**src/rtl/systolic_pkg.sv**
```systemverilog
// ---------------------------------------------------------------------------
// systolic_pkg
// Shared definitions for the systolic array sequencer:
//   - state_e      : sequencer FSM states, 3-bit encoding
//   - DEF_N, DEF_DATA_W, DEF_ACC_W : default array geometry
//   - drain_cycles : en-high cycles needed after the last activation
// ---------------------------------------------------------------------------
package systolic_pkg;

   localparam int DEF_N      = 8;
   localparam int DEF_DATA_W = 8;
   localparam int DEF_ACC_W  = 32;

   typedef enum logic [2:0] {
      IDLE   = 3'd0,
      WLOAD  = 3'd1,
      CLEAR  = 3'd2,
      STREAM = 3'd3,
      DRAIN  = 3'd4,
      DONE   = 3'd5
   } state_e;

   // A partial sum needs N hops down and N hops across to leave the array.
   function automatic int drain_cycles(input int n);
      return 2 * n;
   endfunction

endpackage

```
**src/rtl/systolic_seq_ctrl_if.sv**
```systemverilog
// ---------------------------------------------------------------------------
// systolic_seq_ctrl_if
// Bundles the data-plane signals of the sequencer:
//   wbuf_*  : weight buffer read port (data returns 1 cycle after rd_en)
//   act_*   : activation vector stream into the sequencer
//   sa_*    : systolic array control and data inputs
//   res_*   : result hand-off to the consumer
// Modports: master = sequencer side, slave = environment side.
//
// Handshake rule for act_* and res_*: a transfer happens in exactly the cycle
// where valid and ready are both high at the clock edge; the sender keeps
// valid (and data) stable until that cycle, and the receiver's ready may be
// asserted or withdrawn freely.
// ---------------------------------------------------------------------------
interface systolic_seq_ctrl_if #(
   parameter int N      = 8,
   parameter int DATA_W = 8
);
   localparam int AW = (N > 1) ? $clog2(N) : 1;

   logic                wbuf_rd_en;
   logic [AW-1:0]       wbuf_rd_addr;
   logic [N*DATA_W-1:0] wbuf_rd_data;

   logic                act_valid;
   logic                act_ready;
   logic [N*DATA_W-1:0] act_data;

   logic                sa_en;
   logic                sa_clear_acc;
   logic                sa_load_weight;
   logic [AW-1:0]       sa_load_row;
   logic [N*DATA_W-1:0] sa_weight_vector;
   logic [N*DATA_W-1:0] sa_act_vector;

   logic                res_valid;
   logic                res_ready;

   modport master (
      output wbuf_rd_en, wbuf_rd_addr,
      input  wbuf_rd_data,
      input  act_valid, act_data,
      output act_ready,
      output sa_en, sa_clear_acc, sa_load_weight, sa_load_row,
      output sa_weight_vector, sa_act_vector,
      output res_valid,
      input  res_ready
   );

   modport slave (
      input  wbuf_rd_en, wbuf_rd_addr,
      output wbuf_rd_data,
      output act_valid, act_data,
      input  act_ready,
      input  sa_en, sa_clear_acc, sa_load_weight, sa_load_row,
      input  sa_weight_vector, sa_act_vector,
      input  res_valid,
      output res_ready
   );

endinterface

```
**src/rtl/sysctrl_wload_seq.sv**
```systemverilog
// ---------------------------------------------------------------------------
// sysctrl_wload_seq
// Weight-load sequencer. While go_i is high it issues N buffer reads at
// addresses 0..N-1 and, one cycle behind each read, a load strobe with the
// matching row index. The pass takes N+1 cycles; done_o marks the last one.
// Ports:
//   clk, rst   : clock, synchronous active-high reset
//   go_i       : high for the whole weight-load phase
//   rd_en_o    : buffer read strobe
//   rd_addr_o  : buffer row address (0 when not reading)
//   load_o     : array weight load strobe
//   row_o      : array target row (0 when not loading)
//   done_o     : final cycle of the pass
// ---------------------------------------------------------------------------
module sysctrl_wload_seq #(
   parameter int N  = 8,
   parameter int AW = 3
) (
   input  logic          clk,
   input  logic          rst,
   input  logic          go_i,
   output logic          rd_en_o,
   output logic [AW-1:0] rd_addr_o,
   output logic          load_o,
   output logic [AW-1:0] row_o,
   output logic          done_o
);
   // Counts 0..N: N read cycles plus one trailing cycle for the last load.
   localparam int CW = $clog2(N + 1);

   logic [CW-1:0] cyc_q, cyc_d;
   logic          load_q;
   logic [AW-1:0] row_q;

   assign rd_en_o   = go_i && (cyc_q < CW'(N));
   assign rd_addr_o = rd_en_o ? cyc_q[AW-1:0] : '0;
   assign done_o    = go_i && (cyc_q == CW'(N));
   assign load_o    = load_q;
   assign row_o     = row_q;

   always_comb begin
      cyc_d = '0;
      if (go_i && !done_o) cyc_d = cyc_q + CW'(1);
   end

   // Read data arrives one cycle after the strobe, so the load strobe and
   // row index are the read strobe and address delayed by one register.
   always_ff @(posedge clk) begin
      if (rst) begin
         cyc_q  <= '0;
         load_q <= 1'b0;
         row_q  <= '0;
      end else begin
         cyc_q  <= cyc_d;
         load_q <= rd_en_o;
         row_q  <= rd_addr_o;
      end
   end

endmodule

```
**src/rtl/systolic_seq_ctrl.sv**
```systemverilog
// ---------------------------------------------------------------------------
// systolic_seq_ctrl
// Tile sequencer for an N x N weight-stationary systolic array. A start in
// IDLE runs one tile: weight load (skipped when cfg_reuse_w=1), one
// accumulator clear, cfg_num_vec activation vectors through a valid/ready
// handshake, DRAIN_CYC drain cycles, then res_valid held until res_ready.
// Ports:
//   clk, rst        : clock, synchronous active-high reset
//   start           : begin a tile (sampled only in IDLE)
//   cfg_num_vec     : activation vectors in the tile
//   cfg_reuse_w     : keep resident weights, skip the weight load
//   busy            : high in every state except IDLE
//   dbg_state       : current FSM state (systolic_pkg::state_e encoding)
//   bus             : weight buffer, activation, array and result signals
// Optional build macro SYSCTRL_PERF_CNT_EN adds:
//   perf_clr        : synchronous clear of the performance counters
//   perf_busy_cyc   : saturating count of busy cycles
//   perf_stall_cyc  : saturating count of STREAM cycles without act_valid
// ---------------------------------------------------------------------------
module systolic_seq_ctrl
   import systolic_pkg::*;
#(
   parameter int N         = DEF_N,
   parameter int DATA_W    = DEF_DATA_W,
   parameter int CNT_W     = 16,
   parameter int DRAIN_CYC = drain_cycles(N)
) (
   input  logic             clk,
   input  logic             rst,
   input  logic             start,
   input  logic [CNT_W-1:0] cfg_num_vec,
   input  logic             cfg_reuse_w,
   output logic             busy,
   output logic [2:0]       dbg_state,
   systolic_seq_ctrl_if.master bus
`ifdef SYSCTRL_PERF_CNT_EN
   ,
   input  logic             perf_clr,
   output logic [31:0]      perf_busy_cyc,
   output logic [31:0]      perf_stall_cyc
`endif
);
   localparam int AW = (N > 1) ? $clog2(N) : 1;
   localparam int DW = $clog2(DRAIN_CYC + 1);

   localparam logic [2:0] S_IDLE   = IDLE;
   localparam logic [2:0] S_WLOAD  = WLOAD;
   localparam logic [2:0] S_CLEAR  = CLEAR;
   localparam logic [2:0] S_STREAM = STREAM;
   localparam logic [2:0] S_DRAIN  = DRAIN;
   localparam logic [2:0] S_DONE   = DONE;

   logic [2:0]       state_q, state_d;
   logic [CNT_W-1:0] num_vec_q, num_vec_d;
   logic [CNT_W-1:0] vec_cnt_q, vec_cnt_d;
   logic [DW-1:0]    drain_q, drain_d;

   logic             act_fire;
   logic             wl_go, wl_rd_en, wl_load, wl_done;
   logic [AW-1:0]    wl_addr, wl_row;

   assign act_fire = (state_q == S_STREAM) && bus.act_valid;
   assign wl_go    = (state_q == S_WLOAD);

   sysctrl_wload_seq #(
      .N  (N),
      .AW (AW)
   ) u_wload (
      .clk       (clk),
      .rst       (rst),
      .go_i      (wl_go),
      .rd_en_o   (wl_rd_en),
      .rd_addr_o (wl_addr),
      .load_o    (wl_load),
      .row_o     (wl_row),
      .done_o    (wl_done)
   );

   // cfg_reuse_w only steers the IDLE exit, so it is consumed at acceptance
   // rather than stored.
   always_comb begin
      state_d   = state_q;
      num_vec_d = num_vec_q;
      vec_cnt_d = vec_cnt_q;
      drain_d   = drain_q;
      case (state_q)
         S_IDLE: begin
            if (start) begin
               num_vec_d = cfg_num_vec;
               vec_cnt_d = '0;
               drain_d   = '0;
               state_d   = cfg_reuse_w ? S_CLEAR : S_WLOAD;
            end
         end
         S_WLOAD: begin
            if (wl_done) state_d = S_CLEAR;
         end
         S_CLEAR: begin
            state_d = (num_vec_q != '0) ? S_STREAM : S_DONE;
         end
         S_STREAM: begin
            // Equality against num_vec-1 keeps the count inside CNT_W bits
            // even for the all-ones vector count.
            if (act_fire) begin
               if (vec_cnt_q == num_vec_q - CNT_W'(1)) begin
                  vec_cnt_d = '0;
                  state_d   = S_DRAIN;
               end else begin
                  vec_cnt_d = vec_cnt_q + CNT_W'(1);
               end
            end
         end
         S_DRAIN: begin
            if (drain_q == DW'(DRAIN_CYC - 1)) begin
               drain_d = '0;
               state_d = S_DONE;
            end else begin
               drain_d = drain_q + DW'(1);
            end
         end
         S_DONE: begin
            if (bus.res_ready) state_d = S_IDLE;
         end
         default: state_d = S_IDLE;
      endcase
   end

   always_ff @(posedge clk) begin
      if (rst) begin
         state_q   <= S_IDLE;
         num_vec_q <= '0;
         vec_cnt_q <= '0;
         drain_q   <= '0;
      end else begin
         state_q   <= state_d;
         num_vec_q <= num_vec_d;
         vec_cnt_q <= vec_cnt_d;
         drain_q   <= drain_d;
      end
   end

   // All outputs decode from registered state, so a reset drops every
   // strobe in the following cycle.
   assign busy                 = (state_q != S_IDLE);
   assign dbg_state            = state_q;
   assign bus.wbuf_rd_en       = wl_rd_en;
   assign bus.wbuf_rd_addr     = wl_addr;
   assign bus.sa_load_weight   = wl_load;
   assign bus.sa_load_row      = wl_row;
   assign bus.sa_weight_vector = bus.wbuf_rd_data;
   assign bus.act_ready        = (state_q == S_STREAM);
   assign bus.sa_en            = act_fire || (state_q == S_DRAIN);
   assign bus.sa_clear_acc     = (state_q == S_CLEAR);
   assign bus.sa_act_vector    = act_fire ? bus.act_data : '0;
   assign bus.res_valid        = (state_q == S_DONE);

`ifdef SYSCTRL_PERF_CNT_EN
   logic [31:0] perf_busy_q, perf_stall_q;

   always_ff @(posedge clk) begin
      if (rst || perf_clr) begin
         perf_busy_q  <= '0;
         perf_stall_q <= '0;
      end else begin
         if (busy && (perf_busy_q != '1)) perf_busy_q <= perf_busy_q + 32'd1;
         if ((state_q == S_STREAM) && !bus.act_valid && (perf_stall_q != '1))
            perf_stall_q <= perf_stall_q + 32'd1;
      end
   end

   assign perf_busy_cyc  = perf_busy_q;
   assign perf_stall_cyc = perf_stall_q;
`endif

endmodule

```
**src/flat_wrapper.sv**
```systemverilog
// flat-port wrapper written by rule: the top's interface ports become plain ports
module systolic_seq_ctrl_flat import systolic_pkg::*;
#(
   parameter int N         = DEF_N,
   parameter int DATA_W    = DEF_DATA_W,
   parameter int CNT_W     = 16,
   parameter int DRAIN_CYC = drain_cycles(N)
)
  (clk, rst, start, cfg_num_vec, cfg_reuse_w, busy, dbg_state, bus_wbuf_rd_en, bus_wbuf_rd_addr, bus_wbuf_rd_data, bus_act_valid, bus_act_data, bus_act_ready, bus_sa_en, bus_sa_clear_acc, bus_sa_load_weight, bus_sa_load_row, bus_sa_weight_vector, bus_sa_act_vector, bus_res_valid, bus_res_ready);
  systolic_seq_ctrl_if #(.N(N), .DATA_W(DATA_W)) bus_i ();
  input  logic clk;
  input  logic rst;
  input  logic start;
  input  logic [CNT_W-1:0] cfg_num_vec;
  input  logic cfg_reuse_w;
  output logic busy;
  output logic [2:0] dbg_state;
  output wire logic [$bits(bus_i.wbuf_rd_en)-1:0] bus_wbuf_rd_en;
  output wire logic [$bits(bus_i.wbuf_rd_addr)-1:0] bus_wbuf_rd_addr;
  input wire logic [$bits(bus_i.wbuf_rd_data)-1:0] bus_wbuf_rd_data;
  input wire logic [$bits(bus_i.act_valid)-1:0] bus_act_valid;
  input wire logic [$bits(bus_i.act_data)-1:0] bus_act_data;
  output wire logic [$bits(bus_i.act_ready)-1:0] bus_act_ready;
  output wire logic [$bits(bus_i.sa_en)-1:0] bus_sa_en;
  output wire logic [$bits(bus_i.sa_clear_acc)-1:0] bus_sa_clear_acc;
  output wire logic [$bits(bus_i.sa_load_weight)-1:0] bus_sa_load_weight;
  output wire logic [$bits(bus_i.sa_load_row)-1:0] bus_sa_load_row;
  output wire logic [$bits(bus_i.sa_weight_vector)-1:0] bus_sa_weight_vector;
  output wire logic [$bits(bus_i.sa_act_vector)-1:0] bus_sa_act_vector;
  output wire logic [$bits(bus_i.res_valid)-1:0] bus_res_valid;
  input wire logic [$bits(bus_i.res_ready)-1:0] bus_res_ready;
  assign bus_wbuf_rd_en = bus_i.wbuf_rd_en;
  assign bus_wbuf_rd_addr = bus_i.wbuf_rd_addr;
  assign bus_i.wbuf_rd_data = bus_wbuf_rd_data;
  assign bus_i.act_valid = bus_act_valid;
  assign bus_i.act_data = bus_act_data;
  assign bus_act_ready = bus_i.act_ready;
  assign bus_sa_en = bus_i.sa_en;
  assign bus_sa_clear_acc = bus_i.sa_clear_acc;
  assign bus_sa_load_weight = bus_i.sa_load_weight;
  assign bus_sa_load_row = bus_i.sa_load_row;
  assign bus_sa_weight_vector = bus_i.sa_weight_vector;
  assign bus_sa_act_vector = bus_i.sa_act_vector;
  assign bus_res_valid = bus_i.res_valid;
  assign bus_i.res_ready = bus_res_ready;
  systolic_seq_ctrl #(.N(N), .DATA_W(DATA_W), .CNT_W(CNT_W), .DRAIN_CYC(DRAIN_CYC)) u_core (.clk(clk), .rst(rst), .start(start), .cfg_num_vec(cfg_num_vec), .cfg_reuse_w(cfg_reuse_w), .busy(busy), .dbg_state(dbg_state), .bus(bus_i));
endmodule
```
**config.mk**
```make
export PLATFORM = sky130hd
export DESIGN_NAME = systolic_seq_ctrl_flat
export DESIGN_NICKNAME = d
export VERILOG_FILES = /design/src/rtl/systolic_pkg.sv /design/src/rtl/systolic_seq_ctrl_if.sv /design/src/rtl/sysctrl_wload_seq.sv /design/src/rtl/systolic_seq_ctrl.sv /design/src/flat_wrapper.sv
export SDC_FILE = /design/constraint.sdc
export NUM_CORES = 1
export LEC_CHECK = 0
export ABC_CLOCK_PERIOD_IN_PS = 6950
export CAP_MARGIN = 20
export CORE_AREA = 2 2 114 116
export DETAILED_ROUTE_END_ITERATION = 7
export DIE_AREA = 0 0 116 118
export PLACE_DENSITY = 0.74
export SKIP_LAST_GASP = 1
export SLEW_MARGIN = 20
export SYNTH_ARGS = -nofsm -noshare
export SYNTH_HDL_FRONTEND = slang
export SYNTH_SLANG_ARGS = --single-unit
```
**constraint.sdc**
```tcl
create_clock -name clk -period 6.95 [get_ports clk]
set_clock_uncertainty 0.1 [all_clocks]
set_input_delay 1.0425 -clock clk [delete_from_list [all_inputs] [get_ports clk]]
set_output_delay 1.0425 -clock clk [all_outputs]
set_load 0.05 [all_outputs]
```
==> results.tsv, run 1 <==
stage	metric	value	unit
finish	antennaDiodeCount	0	
setup_path	critical_path.max_fanout	69	
drt	drt_first_pass_iters	4	
synth	synth.net_count	628	
setup_path	cp-start-kind	flip-flop	
synth	async_reset_ff_share	0	%
pwr	leak_pwr	2.04	nW
timing	final_max_tran_viols	0	
setup_path	critical_path_class	reg -> out	
setup_path	critPathSlowestCell	sky130_fd_sc_hd__and3_2	
place	io_buffers	165	
synth	synth.area.mux_share	0	%
timing	timing_worst_slew_pin_value	1.05	ns
synth	synth.ff_latch_count	48	
grt	grt.total_usage	15.9	%
finish	layout.cells.most_common	sky130_fd_sc_hd__clkdlybuf4s50_1	
finish	multi_input_area	2030	um^2
place	detailed_place_hpwl	8440	um
die	rows	41	
drt	ant_nets_after_route	0	
clock_tree	clock_sinks	48	
pwr	total_power	1.32	mW
synth	synth-xor-area-share	8.36	%
synth	synth_edf_count	0	
setup_path	arr_time_crit_path	3.03	ns
synth	complex_gate_fraction_of_the_synthesized_area	13.5	%
timing	grt_setup_unrepaired	no	
timing	slew_headroom	30.2	%
synth	syn-cell-area	3660	um^2
drt	drt_wl_total	11100	um
finish	layout.filler_cells	1251	
grt	gr-total-overflow	0	
setup_path	crit_chain	and3_2 -> and3_1 -> clkdlybuf4s50_1	
pwr	power.ir.vdd_worst	0.147	mV
drt	drt_first_iter_violations	145	
clock_tree	cts_bufs_inserted	5	
clock_tree	root_driver	sky130_fd_sc_hd__clkbuf_16	
clock_tree	cts.hold.buffers_added	0	
synth	synth_cell_type_count	58	
clock_tree	worst_skew_pair.late_latency	0.29	ns
synth	postSynthCellCount	472	
timing	final_min_period_over_clock_period	60.1	%
drt	post_drt_via_cell_ratio	4.87	
finish	area.sequential	961	um^2
place	placed_cells	713	
min_path	min-delay-path-class	reg -> reg	
clock_tree	cts_tree	built	
setup_path	worst-path-buf-inv	1	
grt	grt_start_max_net_pins	70	
finish	finish.net_count	704	
drt	avgRoutedWirePerCell	15.4	um
finish	most-common-layout-cells	165 x sky130_fd_sc_hd__clkdlybuf4s50_1, 68 x sky130_fd_sc_hd__and3_1, 48 x sky130_fd_sc_hd__nand2_1, 48 x sky130_fd_sc_hd__dfxtp_1, 24 x sky130_fd_sc_hd__xor2_1	
die	die-height	118	um
timing	hold_violations	0	
die	placeableCoreArea	12400	um^2
drt	detail_route.drc_violations	0	
synth	synth_sequential_area_ratio	26.2	%
outcome	run_status	completed	
pwr	powerDensity	261	nW/um^2
finish	syn_to_final_growth	38.3	%
clock_tree	cts_max_path_buffers	2	
timing	max_clock_freq	240	MHz
grt	grt_pass1_vias	3506	
clock_tree	h-tree-depth	2	
synth	syn_area_per_cell	7.76	um^2
clock_tree	postCtsResizedCells	0	
run	max_cap_viol_count	0	
finish	final_cell_count_no_fill	721	
clock_tree	clk_transition_reported_paths	0.06	ns
setup_path	cp_top_family	simple AND/OR/NAND/NOR gates	
timing	final_critical_period	4.17	ns
timing	setup_viol	0	
synth	post_synth_and_or_nand_nor_area_fraction	31.4	%
grt	initial_antenna_violation_count	0	
synth	synth.yosys.warnings	0	
synth	synth-adder-area-share	2.05	%
synth	synth_top_flop_cell	sky130_fd_sc_hd__dfxtp_1	
place	finalWeightedCongestion	0.857	
setup_path	crit_path_max_incr_delay	0.96	ns
die	boundaryPins	294	
grt	grt_pass1_wl	17400	um
setup_path	worstSetupEndpointType	output pin	
finish	post_route_cells_drive_above_1_share	4.74	%
setup_path	worst_ep_required_time	5.81	ns
drt	detailroute.via_count	3508	
timing	timing.setup.tns	0	ns
clock_tree	cts_setup_buffers	0	
die	die_area	13700	um^2
synth	largest_family_of_logic_cells_by_synthesized_area	simple AND/OR/NAND/NOR gates	
die	initial_utilization	29.5	%
die	floorplan.die.width	116	um
-- layer usage --
metal / part of all wire (%) / GRT usage, %
met1: 40 / 18.6
met2: 46 / 25.4
met3: 11 / 7.26
met4: 2.1 / 5.36
met5: 0 / 0
-- path summary, 6_finish.rpt --
path	startpoint	to	slack, ns	cells past startpoint
max	u_core.dbg_state[1]	bus_sa_act_vector[40]	2.78	3
max reg2reg	u_core.num_vec_q[0]	u_core.vec_cnt_q[1]	3.77	9
min	u_core.drain_q[4]	u_core.drain_q[4]	0.38	1
min reg2reg	u_core.drain_q[4]	u_core.drain_q[4]	0.38	1
-- state kept, by name (all words and copies together), names as in the netlist --
signal	flops
u_core.u_wload.row_o	3
u_core.u_wload.cyc_q	4
u_core.drain_q	5
u_core.u_wload.load_o	1
u_core.dbg_state	3
u_core.vec_cnt_q	16
u_core.num_vec_q	16
-- area by class of cell --
cell class                 instances  share of cell area, %
multi-input combinational        314                   40.0
sequential                        48                   19.0
clock buffer                       7                   2.81
timing repair buffer             168                   33.0
inverter                          11                  0.814
tap                              172                   4.24
clock inverter                     1                  0.148
-- power breakdown --
| group | switching, mW | internal [mW] |
|---|---|---|
| clock network | 0.103 | 0.143 |
| registers | 0.0642 | 0.306 |
| logic | 0.435 | 0.270 |
-- synthesized netlist by cell type, types with 9 or more instances --
library cell               count  share of area [%]
sky130_fd_sc_hd__xor2_1       24                5.7
sky130_fd_sc_hd__nor2_1       23                2.4
sky130_fd_sc_hd__inv_1        11                1.1
sky130_fd_sc_hd__nand4_1       9                1.5
sky130_fd_sc_hd__dfxtp_1      48                 26
sky130_fd_sc_hd__clkbuf_1     29                3.0
sky130_fd_sc_hd__a211oi_1     10                2.0
sky130_fd_sc_hd__and3_1       69                 12
sky130_fd_sc_hd__a21oi_1      23                3.1
sky130_fd_sc_hd__xnor2_1      11                2.6
sky130_fd_sc_hd__buf_4        65                 13
sky130_fd_sc_hd__nand2_1      48                4.9
sky130_fd_sc_hd__nand3_1      11                1.5
-- stage by stage --
stage / util [%] / setup WS, ns / area (um^2) / hold WS, ns
2_1_floorplan: - / 3.25 / 3660 / 0.344
3_3_place_gp: 39.6 / 2.86 / 4920 / 0.362
3_5_place_dp: 39.6 / 2.84 / 4920 / 0.371
4_1_cts: 40.8 / 2.82 / 5070 / 0.383
5_1_grt: 40.8 / 2.60 / 5070 / 0.389
6_report: 40.8 / 2.78 / 5070 / 0.385
-- kinds of logic (layout without fill, tap and decap cells) --
family	Yosys count	in the layout
adders and majority gates	6	6
AOI/OAI and AO/OA	70	70
buffers and inverters	110	187
DFF	48	48
and+or+nand+nor	203	203
xor gates and xnor gates	35	35
(Power assumes the default switching activity.)
==> run 2: changes to the inputs <==
- ABC_CLOCK_PERIOD_IN_PS: 6950 -> 4100
- clock period: 6.95 -> 4.1 ns (I/O delays scaled with it)
==> run 2 against run 1 <==
Against the previous run:
- worst setup slack got worse by 1.9 ns
- total power is 76% higher
- global-route usage shrank 0.18 points
- clock power rose by 100%
- utilization is 0.97 points lower
- design area down 2.4%
- wire length decreased by 0.20%
- combinational power is 67% higher
- via count shrank 0.60%
- non-clock buffer count increased by 2
==> results.tsv, run 2 (same netlist as run 1, synthesis figures left out) <==
stage	metric	value	unit
clock_tree	cts_setup_buffers	0	
die	die_area	13700	um^2
pwr	sequentialPowerShare	27.2	%
grt	grt_pass1_wl	17300	um
setup_path	critPathSlowestCell	sky130_fd_sc_hd__clkdlybuf4s50_1	
clock_tree	root_driver	sky130_fd_sc_hd__clkbuf_16	
grt	grt.total_usage	15.7	%
pwr	pwr-share-comb	51.0	%
pwr	powerDensity	469	nW/um^2
outcome	run_status	completed	
timing	hold_violations	0	
clock_tree	clock_sinks	48	
drt	avgRoutedWirePerCell	15.3	um
timing	timing_worst_slew_pin_value	0.858	ns
pwr	swShare	44.3	%
drt	post_drt_via_cell_ratio	4.82	
grt	grt_pass1_vias	3504	
finish	antennaDiodeCount	0	
finish	syn_to_final_growth	35.1	%
drt	drt_first_iter_violations	126	
grt	grt_start_max_net_pins	69	
drt	ant_nets_after_route	0	
pwr	p_int	1.29	mW
clock_tree	postCtsResizedCells	0	
drt	detailroute.via_count	3487	
timing	slew_headroom	42.8	%
clock_tree	clk_transition_reported_paths	0.06	ns
place	detailed_place_hpwl	8660	um
clock_tree	cts_max_path_buffers	2	
clock_tree	worst_skew_pair.late_latency	0.30	ns
place	finalWeightedCongestion	0.848	
setup_path	cp-start-kind	flip-flop	
setup_path	worst_ep_required_time	3.38	ns
timing	final_max_tran_viols	0	
timing	timing.setup.tns	0	ns
finish	layout_top_registers	u_core.num_vec_q x16, u_core.vec_cnt_q x16, u_core.drain_q x5	
pwr	leak_pwr	2.20	nW
timing	max_clock_freq	309	MHz
timing	grt_setup_unrepaired	no	
finish	most-common-layout-cells	99 x sky130_fd_sc_hd__clkdlybuf4s50_1, 70 x sky130_fd_sc_hd__buf_4, 68 x sky130_fd_sc_hd__and3_1	
clock_tree	cts_tree	built	
timing	fin_hold_ws	0.380	ns
timing	final_critical_period	3.23	ns
drt	drt_wl_total	11100	um
die	initial_utilization	29.5	%
clock_tree	cts_bufs_inserted	5	
setup_path	critical_path_class	reg -> out	
setup_path	crit_chain	nor3b_1 -> nor2b_1 -> and2_1 -> clkdlybuf4s50_1	
pwr	total_switching_power	1.03	mW
die	rows	41	
die	die-height	118	um
pwr	power_frac_clock	21.8	%
finish	layout.cells.most_common	sky130_fd_sc_hd__clkdlybuf4s50_1	
grt	initial_antenna_violation_count	0	
timing	setup_viol	0	
die	placeableCoreArea	12400	um^2
setup_path	critical_path.max_fanout	14	
finish	finish.net_count	706	
timing	final_min_period_over_clock_period	78.9	%
setup_path	crit_path_max_incr_delay	0.81	ns
drt	detail_route.drc_violations	0	
die	floorplan.die.width	116	um
pwr	power.ir.vdd_worst	0.316	mV
setup_path	worstSetupEndpointType	output pin	
place	io_buffers	165	
finish	layout.filler_cells	1275	
die	boundaryPins	294	
clock_tree	h-tree-depth	2	
run	max_cap_viol_count	0	
finish	post_route_cells_drive_above_1_share	17.2	%
grt	gr-total-overflow	0	
pwr	total_power	2.32	mW
min_path	min-delay-path-class	reg -> reg	
setup_path	arr_time_crit_path	2.52	ns
clock_tree	cts.hold.buffers_added	0	
drt	drt_first_pass_iters	4	
==> run 2: worst paths after layout <==
path / startpoint / to / slack [ns] / cells after the start
setup / recovery: u_core.dbg_state[0] / bus_wbuf_rd_addr[1] / 0.87 / 4
hold reg to reg: u_core.drain_q[4] / u_core.drain_q[4] / 0.38 / 1
hold / removal: u_core.drain_q[4] / u_core.drain_q[4] / 0.38 / 1
setup reg to reg: u_core.num_vec_q[0] / u_core.vec_cnt_q[1] / 1.03 / 9
==> run 2: metrics by stage <==
step / util, % / area, um^2 / instances / setup WS, ns
floorplan: - / 3660 / 472 / 0.825
global placement: 38.4 / 4770 / 715 / 0.928
detailed placement: 38.4 / 4770 / 715 / 0.823
CTS: 39.9 / 4950 / 723 / 0.851
global route: 39.9 / 4950 / 723 / 0.648
finish: 39.9 / 4950 / 723 / 0.866
==> run 2: worst max-delay path: cells and delay by family (launching register included) <==
kind,cells,cell delay (ns)
buffers and inverters,1,0.81
and+or+nand+nor,3,0.81
DFF,1,0.61
==> run 2: metal layers <==
layer / part of all wire [%] / GRT usage, %
met1: 42 / 18.7
met2: 46 / 25.1
met3: 9.3 / 6.69
met4: 2.7 / 5.21
met5: 0 / 0
==> run 2: power groups by stage <==
stage	combinational, mW	sequential (mW)	clock, mW
after detailed placement	1.18	0.642	0
after floorplan	1.00	0.635	0
after CTS	1.19	0.632	0.509
after global routing	1.28	0.644	0.532
after global placement	1.15	0.639	0
final	1.18	0.632	0.506
==> run 2: final cells by class <==
class	count	area [um^2]	area share, %
Multi-Input combinational cell	314	2030	41.0
Inverter	11	41.3	0.834
Clock buffer	7	153	3.08
Clock inverter	1	30.0	0.607
Tap cell	172	215	4.35
Sequential cell	48	961	19.4
Timing Repair Buffer	170	1520	30.7
==> run 3: changes to the inputs <==
- ABC_CLOCK_PERIOD_IN_PS: 4100 -> 3200
- clock period: 4.1 -> 3.2 ns (I/O delays scaled with it)
==> run 3 against run 2 <==
Against the previous run:
- die area unchanged
- highest routed layer unchanged
- worst setup slack worse by 0.55 ns
- total power rose by 34%
- largest cell class is now non-clock buffers
- largest power group unchanged
- clock power grew 19%
- design area increased by 17%
- critical path depth rose by 1
==> results.tsv, run 3 (same netlist as run 1, synthesis figures left out) <==
stage	metric	value	unit
outcome	run_status	completed	
timing	final_critical_period	2.89	ns
setup_path	worst_ep_required_time	2.62	ns
clock_tree	cts_tree	built	
clock_tree	worst_skew_pair.late_latency	0.29	ns
run	max_cap_viol_count	0	
setup_path	cp-start-kind	flip-flop	
clock_tree	clk_transition_reported_paths	0.07	ns
place	detailed_place_hpwl	9330	um
finish	layout_top_registers	u_core.num_vec_q x16, u_core.vec_cnt_q x16, u_core.drain_q x5	
die	initial_utilization	29.5	%
clock_tree	h-tree-depth	2	
setup_path	critical_path_class	reg -> out	
timing	timing.setup.tns	0	ns
pwr	leak_pwr	2.41	nW
pwr	sequentialPowerShare	24.3	%
timing	final_critical_path_setup_slack	0.313	ns
setup_path	critPathSlowestCell	sky130_fd_sc_hd__and3_2	
min_path	min-delay-path-class	reg -> reg	
finish	finish.net_count	714	
die	floorplan.die.width	116	um
clock_tree	cts_setup_buffers	0	
finish	syn_to_final_growth	58.7	%
setup_path	worst-path-buf-inv	3	
place	io_buffers	165	
grt	initial_antenna_violation_count	0	
drt	detail_route.drc_violations	0	
drt	drt_wl_total	11700	um
finish	layout.cells.most_common	sky130_fd_sc_hd__clkdlybuf4s50_1	
pwr	swShare	43.5	%
clock_tree	root_driver	sky130_fd_sc_hd__clkbuf_16	
timing	setup_viol	0	
grt	gr-total-overflow	0	
grt	grt_pass1_vias	3633	
grt	grt.total_usage	16.8	%
setup_path	crit_path_max_incr_delay	0.82	ns
place	finalWeightedCongestion	0.911	
place	placed_cells	723	
grt	grt_start_max_net_pins	68	
drt	avgRoutedWirePerCell	16.0	um
clock_tree	postCtsResizedCells	0	
drt	detailroute.via_count	3565	
setup_path	cp_top_family	simple AND/OR/NAND/NOR gates	
clock_tree	cts.hold.buffers_added	0	
drt	post_drt_via_cell_ratio	4.88	
timing	max_clock_freq	346	MHz
die	boundaryPins	294	
die	die_area	13700	um^2
pwr	total_switching_power	1.36	mW
setup_path	crit_chain	buf_4 -> inv_1 -> and3_2 -> and3_1 -> buf_12	
pwr	powerDensity	536	nW/um^2
finish	final_cell_count_no_fill	731	
drt	ant_nets_after_route	0	
drt	drt_first_iter_violations	175	
drt	drt_first_pass_iters	4	
timing	grt_setup_unrepaired	no	
setup_path	critical_path.max_fanout	67	
place	worst_case_setup_slack_after_placement	0.467	ns
pwr	power.ir.vdd_worst	0.369	mV
setup_path	worstSetupEndpointType	output pin	
timing	final_max_tran_viols	0	
setup_path	arr_time_crit_path	2.31	ns
pwr	pwr-share-comb	56.4	%
finish	layout.filler_cells	1174	
timing	hold_violations	0	
timing	timing_worst_slew_pin_value	0.994	ns
finish	most-common-layout-cells	99 x sky130_fd_sc_hd__clkdlybuf4s50_1, 68 x sky130_fd_sc_hd__and3_1, 65 x sky130_fd_sc_hd__buf_12	
pwr	p_int	1.76	mW
die	die-height	118	um
finish	antennaDiodeCount	0	
clock_tree	clock_sinks	48	
clock_tree	cts_bufs_inserted	5	
clock_tree	cts_max_path_buffers	2	
die	placeableCoreArea	12400	um^2
timing	final_min_period_over_clock_period	90.2	%
timing	slew_headroom	33.7	%
die	rows	41	
grt	grt_pass1_wl	18400	um
pwr	power_frac_clock	19.3	%
finish	post_route_cells_drive_above_1_share	18.4	%
-- run 3: changes by cell type in the layout (fill, tap and decap cells not counted) --
cell                         before  now
sky130_fd_sc_hd__buf_12           0   65
sky130_fd_sc_hd__buf_4           70   14
sky130_fd_sc_hd__clkbuf_8         2    0
sky130_fd_sc_hd__buf_2            1    0
sky130_fd_sc_hd__clkinvlp_4       0    1
sky130_fd_sc_hd__inv_6            0    1
-- run 3: area by class of cell --
type | count | area, um^2 | share of cell area (%)
Clock buffer | 5 | 125 | 2.15
Clock inverter | 3 | 46.3 | 0.796
Inverter | 11 | 41.3 | 0.710
Multi-Input combinational cell | 314 | 2030 | 34.9
Sequential cell | 48 | 961 | 16.5
Tap cell | 172 | 215 | 3.70
Timing Repair Buffer | 178 | 2400 | 41.2
-- run 3: routing by layer --
layer  up-vias  global-route usage [%]  wire (um)
met5         -                       0          0
met4         0                    4.09        261
met3        26                    7.47       1090
met2       120                    27.0       5620
met1      1672                    20.3       4760
li1       1747                       -          -
-- run 3: final timing paths --
check	startpoint	to	slack [ns]	cells past startpoint
setup / recovery	u_core.dbg_state[2]	bus_sa_act_vector[31]	0.31	5
hold / removal	u_core.drain_q[4]	u_core.drain_q[4]	0.38	1
setup reg to reg	u_core.num_vec_q[0]	u_core.vec_cnt_q[1]	0.49	10
hold reg to reg	u_core.drain_q[4]	u_core.drain_q[4]	0.38	1
-- run 3: power by group through the flow --
stage	clock, mW	sequential [mW]	combinational (mW)
final	0.600	0.758	1.76
after global placement	0	0.765	1.71
after floorplan	0	0.814	1.29
after CTS	0.611	0.757	1.76
after global routing	0.641	0.767	1.90
after detailed placement	0	0.769	1.75
-- run 3: through the flow --
step,total power [mW],util [%],hold WS [ns],cell area (um^2)
final,3.12,46.8,0.380,5810
after global placement,2.47,45.5,0.364,5640
after CTS,3.13,46.8,0.380,5810
after detailed placement,2.52,45.5,0.370,5640
after floorplan,2.10,-,0.344,3660
after global routing,3.31,46.8,0.409,5810
==> patch 1: new RTL, flow settings as in run 2 <==
`DEF_DATA_W`: 8 -> 7.
--- a/src/rtl/systolic_pkg.sv
+++ b/src/rtl/systolic_pkg.sv
@@ -10,3 +10,3 @@
    localparam int DEF_N      = 8;
-   localparam int DEF_DATA_W = 8;
+   localparam int DEF_DATA_W = 7;
    localparam int DEF_ACC_W  = 32;
Interface: changed (resized bus_act_data, bus_sa_act_vector, bus_sa_weight_vector and bus_wbuf_rd_data); port bits go from 294 to 262. No check against the original RTL was run, so the function may have changed too.
==> patch 1 against run 2 <==
Design area shrank 0.53%. Count of clock-buffer cells in the layout shrank 2. Sequential cell count is the same. Utilization shrank 0.21 points. Largest power group unchanged. Worst setup slack lost 0.22 ns. Total power shrank 2.6%. Synthesized area shrank 3.0%. Via count is essentially flat. Highest routed layer unchanged. Routed wire length shrank 4.8%.
==> patch 1: results (changes against run 2) <==
Status
  – Outcome: finished, final reports clean (unchanged)

Routing
  – Routed len/inst: 14.8 um (was 15.3 um)
  – DR iter-0 viols: 167 (was 126)
  – Vias per cell: 4.90 (was 4.82)
  – Vias post-DR: 3486 (was 3487)

Placement
  – Placed Area: 4750 um^2 (was 4770 um^2)
  – PortBufs: 149 (was 165)
  – Gpl congestion: 0.785 (was 0.848)
  – Final HPWL DP: 7980 um (was 8660 um)
  – Post-Place Setup Slack: 0.692 ns (was 0.823 ns)
  – Placed instance count: 703 (was 715)

Layout
  – Share of cells above drive strength 1: 6.68% (was 17.2%)
  – Fin area: 4920 um^2 (was 4950 um^2)
  – Filler cells: 1293 (was 1275)
  – Ant diodes: 0 (unchanged)
  – Layout net count: 678 (was 706)
  – Biggest regs: u_core.num_vec_q: 16 flops, u_core.vec_cnt_q: 16 flops, u_core.drain_q: 5 flops (unchanged)

Critical path
  – CP startpoint: u_core.dbg_state[1] (was u_core.dbg_state[0])
  – End of the critical path: bus_sa_act_vector[17] (was bus_wbuf_rd_addr[1])
  – R2R depth: 8 (was 9)
  – Slowest cell delay on critical path: 0.81 ns (about the same)
  – FF-to-FF setup slack: 1.00 ns (was 1.03 ns)
  – Largest delay share family, worst path: buffers and inverters (was simple AND/OR/NAND/NOR gates)
  – Crit path max fanout: 58 (was 14)

CTS
  – Num CTS Buffers: 5 (unchanged)
  – Worst-path clk slew: 0.06 ns (about the same)
  – Worst skew pair latency: 0.29 ns
  – Root buf cell: clkbuf_16 (unchanged)
  – Post-CTS setup buffer count: 0 (unchanged)

Synth
  – Seq/Total Area, Yosys: 27.0% (was 26.2%)
  – Asr flop ratio synth: 0% (unchanged)
  – Synth Net Count: 602 (was 628)
  – Mapped Cells: 462 (was 472)
  – Top cells by count, synth: and3_1, buf_4, nand2_1, dfxtp_1, clkbuf_1 (was and3_1, buf_4, dfxtp_1, nand2_1, clkbuf_1)
  – Main area contributors after synthesis: dfxtp_1, buf_4, and3_1 (unchanged)
  – EDFF count, synth: 0 (unchanged)
  – Synth unique cells: 53 (was 58)

Pwr
  – Leakage Power: 1.96 nW (was 2.20 nW)
  – Net Sw Frac: 44.1% (was 44.3%)
  – Peak supply drop: 0.388 mV (was 0.316 mV)

Timing
  – Worst slew pin tran: 0.954 ns (was 0.858 ns)
  – Tcrit/Tclk final: 84.3% (was 78.9%)

Global routing
  – Initial antenna violation count: 0 (unchanged)
  – Largest net degree at the start of global routing: 60 (was 69)
  – Global Route Usage Sum: 15.2% (was 15.7%)
  – First-pass GRT wire length: 17200 um (was 17300 um)
  – Vias in the first global route: 3429 (was 3504)

Hold path
  – Hold_sp: u_core.drain_q[4] (unchanged)

Job
  – Max cap viols: 0 (unchanged)
-- patch 1: worst min-delay path by stage --
stage,to,slack (ns)
floorplan,u_core.drain_q[4],0.34
global placement,u_core.drain_q[4],0.36
detailed placement,u_core.drain_q[4],0.36
CTS,u_core.drain_q[4],0.38
global route,u_core.drain_q[4],0.40
finish,u_core.drain_q[4],0.38
-- patch 1: kinds of logic (layout without fill, tap and decap cells) --
kind of cell,Yosys count,count (layout),share of synthesized area [%]
AND/OR/NAND/NOR,199,199,30.9
buffers and inverters,99,176,16.8
AO/OA/AOI/OAI,75,75,14.4
flip-flops,48,48,27.0
XOR/XNOR,33,33,8.13
adder cells (fa/ha/maj),6,6,2.11
multiplexers,2,2,0.599
-- patch 1: power groups by stage --
stage	sequential, mW	combinational [mW]	clock, mW
detailed placement	0.618	1.16	0
CTS	0.608	1.17	0.479
global route	0.622	1.26	0.497
global placement	0.614	1.13	0
finish	0.609	1.18	0.473
floorplan	0.629	0.946	0
-- patch 1: area by class of cell --
cell class / count / area share [%]
repair buffers: 156 / 31.1
inverters: 12 / 0.915
multi-input cells: 315 / 40.7
flip-flops and latches: 48 / 19.5
clock inverters: 3 / 0.940
clock buffers: 5 / 2.54
well taps: 172 / 4.37
-- patch 1: routing by layer --
metal	track usage [%]	vias up	wire length, um
met5	0	-	0
met4	4.24	0	138
met3	4.69	23	751
met2	24.2	114	5110
met1	19.8	1626	4550
li1	-	1723	-
-- patch 1: worst register-to-register path: cells and delay by family, from the launching register on --
kind | cells | cell delay, ns
adders and majority gates | 1 | 0.31
and+or+nand+nor | 1 | 0.47
DFF | 1 | 0.52
buffers and inverters | 1 | 0.11
AOI/OAI and AO/OA | 5 | 1.44
==> patch 2: new RTL, config.mk and constraints of run 2 <==
Without the edit above. Register the input `cfg_num_vec` before use, without a reset. The logic sees it one clock later. The other inputs are not delayed to match.
--- a/src/rtl/systolic_seq_ctrl.sv
+++ b/src/rtl/systolic_seq_ctrl.sv
@@ -52,2 +52,8 @@
 
+   logic [CNT_W-1:0] cfg_num_vec_q;
+
+   always_ff @(posedge clk) begin
+      cfg_num_vec_q <= cfg_num_vec;
+   end
+
    logic [2:0]       state_q, state_d;
@@ -88,3 +94,3 @@
             if (start) begin
-               num_vec_d = cfg_num_vec;
+               num_vec_d = cfg_num_vec_q;
                vec_cnt_d = '0;
Check against the original RTL: not equivalent (Yosys sat finds a counterexample within 4 cycles, from zero or initial values and one cycle with rst high).
==> patch 2 against run 2 <==
Utilization rose by 4.2 points. Synthesized area up 7.4%. Design area rose by 10%. Routed wire length increased by 4.5%. Fmax decreased by 7.8%. Non-clock buffer count did not move. Total power up 6.2%. Sequential share of layout area increased by 4.0 points. Worst setup slack worse by 0.28 ns. Hold slack worse by 0.046 ns. Sequential cell count is 16 higher. Largest cell class unchanged.
==> patch 2: results (changes against run 2) <==
Status
  – Outcome: finished, final reports clean (unchanged)

CTS
  – PostCTS Resize Cnt: 0 (unchanged)
  – Max Root-Sink Buffers: 2 (unchanged)
  – Root buf cell: clkbuf_16 (unchanged)
  – H-tree depth reported by CTS: 3 (was 2)
  – Worst-path clk slew: 0.05 ns
  – Num CTS Buffers: 9 (was 5)
  – Post-CTS setup buffer count: 0 (unchanged)
  – Worst skew pair latency: 0.32 ns (was 0.30 ns)

Routing
  – Wl on met1: 4130 um (was 4620 um)
  – Routed len/inst: 15.2 um (was 15.3 um)
  – Routed wl met3: 1020 um (was 1040 um)
  – Met2 wire length: 6020 um (was 5130 um)
  – Vias per cell: 4.77 (was 4.82)
  – Vias post-DR: 3642 (was 3487)
  – Highest metal used: met4 (unchanged)
  – Initial DRT Pass Iterations: 4 (unchanged)
  – DR iter-0 viols: 155 (was 126)

Synth
  – Top cells by count, synth: and2_1, buf_4, dfxtp_1, nand2_1, nor2_1 (was and3_1, buf_4, dfxtp_1, nand2_1, clkbuf_1)
  – Synth warnings: 0 (unchanged)
  – Asr flop ratio synth: 0% (unchanged)
  – Seq/Total Area, Yosys: 32.6% (was 26.2%)
  – Post-Synth XOR/XNOR Area: 7.79% (was 8.36%)
  – Main area contributors after synthesis: dfxtp_1, buf_4, and2_1 (was dfxtp_1, buf_4, and3_1)
  – Fraction of the mapped netlist area in adder cells: 1.91% (was 2.05%)
  – Mapped Cells: 494 (was 472)
  – Post-synthesis mux area share: 0.254% (was 0%)
  – Synth unique cells: 52 (was 58)
  – Synth Area in Compound Gates: 9.38% (was 13.5%)
  – Synth Net Count: 650 (was 628)

Placement
  – Placed Area: 5190 um^2 (was 4770 um^2)
  – Post-Place Setup Slack: 0.656 ns (was 0.823 ns)
  – Final HPWL DP: 9600 um (was 8660 um)
  – Placed instance count: 748 (was 715)
  – Gpl congestion: 0.851 (was 0.848)

Critical path
  – Largest delay share family, worst path: buffers and inverters (was simple AND/OR/NAND/NOR gates)
  – CP arrival: 2.79 ns (was 2.52 ns)
  – Crit path max fanout: 53 (was 14)
  – Slowest CP cell: clkdlybuf4s50_1 (unchanged)
  – Slowest cell delay on critical path: 0.81 ns (about the same)

Global routing
  – Global Route Usage Sum: 16.8% (was 15.7%)
  – Largest net degree at the start of global routing: 54 (was 69)
  – First-pass GRT wire length: 17800 um (was 17300 um)
  – Vias in the first global route: 3635 (was 3504)
  – Initial antenna violation count: 1 (was 0)

Pwr
  – Leakage Power: 2.10 nW (was 2.20 nW)
  – Peak supply drop: 0.162 mV (was 0.316 mV)

Layout
  – Ant diodes: 0 (unchanged)
  – Layout net count: 743 (was 706)
  – Biggest regs: u_core.cfg_num_vec_q: 16 flops, u_core.num_vec_q: 16 flops, u_core.vec_cnt_q: 16 flops (was u_core.num_vec_q: 16 flops, u_core.vec_cnt_q: 16 flops, u_core.drain_q: 5 flops)
  – Share of cells above drive strength 1: 8.97% (was 17.2%)
  – Filler cells: 1225 (was 1275)

Hold path
  – HP Class: reg2reg (unchanged)

Timing
  – Worst slew pin tran: 0.758 ns (was 0.858 ns)
[patch 2: cell count changes after synthesis, sizes merged, moves of 11 or more]
cell,before,now
and2,7,70
and3,69,7
clkbuf,31,20
dfxtp,48,64
nor4,4,20
xnor2,11,22
xor2,24,13
[patch 2: layout make-up]
cell class	instances	area, um^2	share of cell area, %
multi-input cells	322	2000	36.6
flip-flops and latches	64	1280	23.4
well taps	172	215	3.94
clock inverters	3	17.5	0.320
clock buffers	12	256	4.69
inverters	20	75.1	1.37
repair buffers	170	1620	29.6
[patch 2: logic make-up after synthesis]
logic type / after synthesis
XOR/XNOR: 35
flip-flops: 64
multiplexers: 1
buffers and inverters: 108
AND/OR/NAND/NOR: 222
AO/OA/AOI/OAI: 58
adder cells (fa/ha/maj): 6
[patch 2: path summary, 6_finish.rpt]
| kind | startpoint | endpoint | slack [ns] | cells past startpoint |
|---|---|---|---|---|
| min reg2reg | u_core.cfg_num_vec_q[5] | u_core.num_vec_q[5] | 0.33 | 2 |
| max | u_core.dbg_state[0] | bus_sa_act_vector[16] | 0.59 | 5 |
| min | u_core.cfg_num_vec_q[5] | u_core.num_vec_q[5] | 0.33 | 2 |
| max reg2reg | u_core.num_vec_q[2] | u_core.vec_cnt_q[2] | 1.13 | 6 |
[patch 2: report_power, final]
part / internal (mW) / switching [mW] / total (mW)
logic: 0.393 / 0.621 / 1.01
clock network: 0.435 / 0.250 / 0.685
registers: 0.678 / 0.0879 / 0.766
[patch 2: metal layers]
layer  global-route usage [%]  vias up
li1                         -     1787
met1                     16.7     1671
met2                     30.5      165
met3                     6.18       19
met4                     7.66        0
met5                        0        -
[patch 2: worst min-delay path: cells and delay by family, from the launching register on]
family             cells  cell delay (ns)
DFF                    1             0.29
AOI/OAI and AO/OA      1             0.05
and+or+nand+nor        1             0.04
